$ cat src/rtl/pipe_pkg.sv
// Shared pipeline-control definitions: PC select encodings, sequencer states,
// opcode constants and the packed control word driven by the hazard sequencer.
package pipe_pkg;

    localparam logic [2:0] PC_SEQ    = 3'b000;
    localparam logic [2:0] PC_JUMP   = 3'b001;
    localparam logic [2:0] PC_JR     = 3'b010;
    localparam logic [2:0] PC_BRANCH = 3'b100;

    localparam logic [5:0] OP_RTYPE = 6'h00;
    localparam logic [5:0] OP_J     = 6'h02;
    localparam logic [5:0] OP_JAL   = 6'h03;

    typedef enum logic [1:0] {
        RUN      = 2'd0,
        MEM_WAIT = 2'd1,
        REDIRECT = 2'd2
    } state_e;

    typedef struct packed {
        logic [2:0] pcSrc;
        logic       pcWrite;
        logic       ifidWrite;
        logic       ifFlush;
        logic       idexWrite;
        logic       idexFlush;
        logic       exmemWrite;
        logic       exmemFlush;
    } ctrl_t;

    localparam ctrl_t CTRL_IDLE   = '{PC_SEQ,    1'b1, 1'b1, 1'b0, 1'b1, 1'b0, 1'b1, 1'b0};
    localparam ctrl_t CTRL_STALL  = '{PC_SEQ,    1'b0, 1'b0, 1'b0, 1'b1, 1'b1, 1'b1, 1'b0};
    localparam ctrl_t CTRL_FREEZE = '{PC_SEQ,    1'b0, 1'b0, 1'b0, 1'b0, 1'b0, 1'b0, 1'b0};
    localparam ctrl_t CTRL_BRANCH = '{PC_BRANCH, 1'b1, 1'b1, 1'b1, 1'b1, 1'b1, 1'b1, 1'b1};

endpackage

$ cat src/rtl/hazard_detect.sv
// Combinational register-compare for load-use hazards and for jr reading a
// register that the instruction in EX has not yet produced.
module hazard_detect #(
    parameter int REG_W = 5
) (
    input  logic [REG_W-1:0] rs_ID,
    input  logic [REG_W-1:0] rt_ID,
    input  logic             usesRt_ID,
    input  logic             memRead_EX,
    input  logic             regWrite_EX,
    input  logic [REG_W-1:0] regSel_EX,
    output logic             loadUse,
    output logic             jrHazard
);

    logic rsMatch;
    logic rtMatch;

    assign rsMatch = (regSel_EX == rs_ID);
    assign rtMatch = usesRt_ID && (regSel_EX == rt_ID);

    // Register 0 is hardwired, so a write to it never creates a dependency.
    assign loadUse  = memRead_EX && (|regSel_EX) && (rsMatch || rtMatch);
    assign jrHazard = regWrite_EX && rsMatch && (|rs_ID);

endmodule

$ cat src/rtl/pipeline_hazard_ctrl.sv
// Stall/flush/redirect sequencer for the 5-stage pipeline.
// Optional HAZARD_STATS_EN adds saturating stall/flush cycle counters.
module pipeline_hazard_ctrl
    import pipe_pkg::*;
#(
    parameter int REG_W       = 5,
    parameter int OP_W        = 6,
    parameter int MEM_TIMEOUT = 15
) (
    input  logic             clock,
    input  logic             reset,
    input  logic [OP_W-1:0]  opCode_ID,
    input  logic             jr_ID,
    input  logic [REG_W-1:0] rs_ID,
    input  logic [REG_W-1:0] rt_ID,
    input  logic             usesRt_ID,
    input  logic             memRead_EX,
    input  logic             regWrite_EX,
    input  logic [REG_W-1:0] regSel_EX,
    input  logic             branchCtrl,
    input  logic             memAccess_MEM,
    input  logic             memReady,
    output logic [2:0]       PCSrc,
    output logic             pcWrite,
    output logic             IFIDWrite,
    output logic             IFFlush,
    output logic             IDEXWrite,
    output logic             IDEXFlush,
    output logic             EXMEMWrite,
    output logic             EXMEMFlush,
    output logic             memError
`ifdef HAZARD_STATS_EN
    ,
    output logic [15:0]      stallCount,
    output logic [15:0]      flushCount
`endif
);

    state_e     state, nextState;
    logic [3:0] timer;
    logic       pendingBr, nextPending;
    ctrl_t      ctrl;
    logic       loadUse, jrHazard;
    logic       isJr, isJump, timeout;

    hazard_detect #(.REG_W(REG_W)) uDetect (
        .rs_ID       (rs_ID),
        .rt_ID       (rt_ID),
        .usesRt_ID   (usesRt_ID),
        .memRead_EX  (memRead_EX),
        .regWrite_EX (regWrite_EX),
        .regSel_EX   (regSel_EX),
        .loadUse     (loadUse),
        .jrHazard    (jrHazard)
    );

    assign isJr    = jr_ID && (opCode_ID == OP_W'(OP_RTYPE));
    assign isJump  = (opCode_ID == OP_W'(OP_J)) || (opCode_ID == OP_W'(OP_JAL));
    assign timeout = (timer == 4'(MEM_TIMEOUT - 1));

    always_comb begin
        ctrl        = CTRL_IDLE;
        nextState   = state;
        nextPending = pendingBr;
        memError    = 1'b0;
        case (state)
            RUN: begin
                if (memAccess_MEM && !memReady) begin
                    ctrl        = CTRL_FREEZE;
                    nextState   = MEM_WAIT;
                    nextPending = branchCtrl;
                end else if (branchCtrl) begin
                    ctrl = CTRL_BRANCH;
                end else if (isJr) begin
                    if (jrHazard) begin
                        ctrl = CTRL_STALL;
                    end else begin
                        ctrl.pcSrc   = PC_JR;
                        ctrl.ifFlush = 1'b1;
                    end
                end else if (loadUse) begin
                    // Also wins over a jump in ID; the jump is re-decoded next cycle.
                    ctrl = CTRL_STALL;
                end else if (isJump) begin
                    ctrl.pcSrc   = PC_JUMP;
                    ctrl.ifFlush = 1'b1;
                end
            end
            MEM_WAIT: begin
                ctrl = CTRL_FREEZE;
                // Any branch seen while frozen is remembered so it cannot be lost.
                nextPending = pendingBr || branchCtrl;
                if (memReady || timeout) begin
                    nextState = nextPending ? REDIRECT : RUN;
                    memError  = !memReady;
                end
            end
            REDIRECT: begin
                ctrl        = CTRL_BRANCH;
                nextPending = 1'b0;
                nextState   = RUN;
            end
            default: begin
                nextState   = RUN;
                nextPending = 1'b0;
            end
        endcase
    end

    assign PCSrc      = ctrl.pcSrc;
    assign pcWrite    = ctrl.pcWrite;
    assign IFIDWrite  = ctrl.ifidWrite;
    assign IFFlush    = ctrl.ifFlush;
    assign IDEXWrite  = ctrl.idexWrite;
    assign IDEXFlush  = ctrl.idexFlush;
    assign EXMEMWrite = ctrl.exmemWrite;
    assign EXMEMFlush = ctrl.exmemFlush;

    always_ff @(posedge clock or negedge reset) begin
        if (!reset) begin
            state     <= RUN;
            timer     <= 4'd0;
            pendingBr <= 1'b0;
        end else begin
            state     <= nextState;
            pendingBr <= nextPending;
            timer     <= (state == MEM_WAIT) ? timer + 4'd1 : 4'd0;
        end
    end

`ifdef HAZARD_STATS_EN
    always_ff @(posedge clock or negedge reset) begin
        if (!reset) begin
            stallCount <= 16'd0;
            flushCount <= 16'd0;
        end else begin
            if (!pcWrite && stallCount != 16'hFFFF) stallCount <= stallCount + 16'd1;
            if (IFFlush && flushCount != 16'hFFFF)  flushCount <= flushCount + 16'd1;
        end
    end
`endif

endmodule

$ cat config.mk
export PLATFORM = sky130hd
export DESIGN_NAME = pipeline_hazard_ctrl
export DESIGN_NICKNAME = d
export VERILOG_FILES = /design/src/rtl/pipe_pkg.sv /design/src/rtl/hazard_detect.sv /design/src/rtl/pipeline_hazard_ctrl.sv
export SDC_FILE = /design/constraint.sdc
export NUM_CORES = 1
export LEC_CHECK = 0
export ABC_CLOCK_PERIOD_IN_PS = 3400
export BUFFER_PORTS_ARGS = -buffer_cell sky130_fd_sc_hd__buf_2
export CELL_PAD_IN_SITES_DETAIL_PLACEMENT = 1
export CELL_PAD_IN_SITES_GLOBAL_PLACEMENT = 1
export CORE_MARGIN = 5
export CORE_UTILIZATION = 30
export CTS_CLUSTER_SIZE = 40
export DETAILED_ROUTE_END_ITERATION = 16
export PLACE_DENSITY_LB_ADDON = 0.1
export SYNTH_ARGS = -nofsm -noshare
export SYNTH_HDL_FRONTEND = slang
export SYNTH_SLANG_ARGS = --single-unit
$ cat constraint.sdc
create_clock -name clock -period 3.4 [get_ports clock]
set_input_delay 0.17 -clock clock [delete_from_list [all_inputs] [get_ports clock]]
set_output_delay 0.17 -clock clock [all_outputs]
set_load 0.05 [all_outputs]
==> impl_metrics.py <==
metrics = {
    "power": {
        "finalPower_uw": 304.3,
        "p_leak_uw": 0.0004464,
        "power_density_nw_per_um2": 333.6,
        "ir_drop_mv": 0.1899,
    },
    "drt": {
        "ant_nets": 0,
        "num_vias": 748,
        "wirelength_microns": 1943,
        "first_pass_iters": 3,
        "via_per_inst": 4.921,
        "wl_per_cell_microns": 12.78,
        "first_iter_violations": 5,
        "route.detailed.drc": 0,
    },
    "cells_and_area": {
        "mostFrequentLayoutCell": "buf_2",
        "fill_cells": 289,
        "syn2layout_area_growth_pct": 35.00,
        "layout.cells.non_filler": 152,
        "layout_common_cells": "buf_2 (40), nor2_1 (15), xor2_1 (9)",
        "seq_area_sq_um": 175.2,
        "antenna_cells": 0,
        "multiInputGateArea_sq_um": 461.7,
        "layout-drive-gt1-share": 0.3710,
        "nets": 157,
        "utilization": 0.4163,
    },
    "status": {
        "outcome": "complete, no violations",
    },
    "critical_path": {
        "critical-path-top-delay-family": "simple AND/OR/NAND/NOR gates",
        "cp_max_fo": 10,
        "criticalPathCategory": "reg -> out",
        "critPathSlowestCell": "or3_1",
        "path_buf_inv": 1,
        "cp-end-kind": "primary output",
        "worstPathArrival_ns": 1.95,
        "cpPeakStageDelay_ns": 0.51,
        "path_cells": "or3_1 -> a2111oi_1 -> a2111o_1 -> buf_2",
        "critPathLaunchType": "flop",
        "cp.required_ns": 3.23,
    },
    "yosys": {
        "ys_types": 33,
        "yosysWarnings": 0,
        "syn_avg_cell_area_sq_um": 7.949,
        "ys_seq_area_frac": 0.2593,
        "synth_cells": 85,
        "syn-num-nets": 117,
        "synth_area_sq_um": 675.6,
        "synth-seq-cells": 7,
    },
    "timing": {
        "tightest_slew_ns": 0.4831,
        "finalSetupTns_ns": 0,
        "min_period_ns": 2.116,
        "finClkSkew_ns": 0.0003743,
        "timing.fmax_ghz": 0.4725,
        "rsz0062_at_grt": "no",
        "relSlewSlack": 0.6755,
        "whs_ns": 0.1402,
        "timing.final.hold_violations": 0,
        "finalSetupViolCount": 0,
        "final-max-slew-violation-count": 0,
        "fin_crit_sh": 0.6225,
    },
    "global_routing": {
        "track_usage": 0.1301,
        "grt_pass1_wl_microns": 3463,
        "grt_max_degree": 11,
        "first_global_vias": 796,
        "grt_antenna_before_repair": 0,
        "grt_remaining_overflow": 0,
    },
    "clock_tree": {
        "numCtsBuffers": 3,
        "numClockSinks": 7,
        "cts_tree": "yes",
        "clkSlewWorstSetupHoldPaths_ns": 0.05,
        "post-cts-setup-buffers": 0,
        "clock_latency_ns": 0.24,
        "htreeDepth": 1,
        "cts_root_buf": "clkbuf_4",
        "clock_path_buffers": 2,
    },
    "floorplan": {
        "design.core.area_sq_um": 2191,
        "die_w_microns": 57.46,
        "die_h_microns": 57.46,
        "start_util": 0.3084,
        "row_count": 17,
        "die-area_sq_um": 3301,
        "io_pins": 41,
    },
    "placed_design": {
        "routabilityCongestion": 0.7024,
        "port_buffers": 40,
        "dp.final_hpwl_microns": 1661,
        "placed_cells": 147,
    },
    "flow_run": {
        "maxCapViolCount": 0,
    },
    "worst_hold_path": {
        "hold_path_class": "in -> reg",
    },
}
## cell families after synthesis
kind of cell,count (synthesis),synth area share
buffers and inverters,7,0.05740
DFF,7,0.2593
and+or+nand+nor,43,0.3352
xor gates and xnor gates,12,0.1556
AOI/OAI and AO/OA,14,0.1556
adders and majority gates,2,0.03703
## cells in the mapped netlist (all sizes together)
cell type  instances  area [sq um]
dfrtp              7         175.2
nor2              15         56.30
buf                4         27.52
nor3               5         25.02
nand2              3         11.26
o31ai              1         7.510
xnor2              3         26.28
a211oi             1         7.510
o21bai             1         7.510
or3                1         6.260
ha                 2         25.02
nand4              1         6.260
a41oi              1         8.760
a2111oi            3         27.53
xor2               9         78.83
a21oi              3         15.01
nor4               3         25.02
nand2b             2         12.51
or4                1         7.510
and3               3         18.77
nand3              4         25.02
a2111o             1         11.26
nor3b              1         7.510
o21ai              2         13.76
o22ai              1         6.260
clkbuf             2         7.510
nor2b              4         25.02
inv                1         3.750
## worst reg2reg max path: stages (launching register included)
cell,delay (ns)
dfrtp_1,0.38
inv_1,0.06
ha_1,0.19
and3_1,0.20
a2111oi_0,0.43
## layer usage
metal | global-route usage | part of all wire | vias to the layer above
li1 | - | - | 382
met1 | 0.1565 | 0.43 | 342
met2 | 0.2194 | 0.49 | 20
met3 | 0.03394 | 0.071 | 4
met4 | 0.04967 | 0.014 | 0
met5 | 0 | 0 | -
## power breakdown
group / total [uW] / switching (uW) / internal, uW
registers: 97.0 / 7.07 / 89.9
clock network: 72.9 / 28.3 / 44.6
logic: 134 / 91.4 / 43.0
## final cells by class
type / instances / area share
tap: 28 / 0.03841
inverter: 1 / 0.004115
multi-input combinational: 71 / 0.5062
sequential: 7 / 0.1920
clock buffer: 4 / 0.02881
timing repair buffer: 41 / 0.2305
## through the flow
step           instance area [sq um]  worst slack [ns]
2_1_floorplan                  675.6            0.6863
3_3_place_gp                   875.8             1.521
3_5_place_dp                   875.8             1.487
4_1_cts                        912.1             1.277
5_1_grt                        912.1             1.103
6_report                       912.1             1.284
## what timing repair did
action	4_1_cts	5_1_grt
resized for setup	0	0
hold buffers	1	0
hold endpoints to repair	7	0
## registers in the layout, indices dropped and copies added, names as in the netlist
name,flops
timer,4
pendingBr,1
state,2
## path summary, 6_finish.rpt
kind / start / slack (ns) / depth (start not counted) / end
worst max-delay path: state[1] / 1.28 / 4 / IDEXFlush
worst min-delay path: memReady / 0.14 / 2 / state[0]
worst max register to register: timer[0] / 2.00 / 4 / state[0]
worst min register to register: timer[0] / 0.48 / 1 / timer[0]
max in group asynchronous: reset / 2.94 / 2 / pendingBr
min in group asynchronous: reset / 0.31 / 2 / timer[3]
Power figures use the tool's default switching activity.
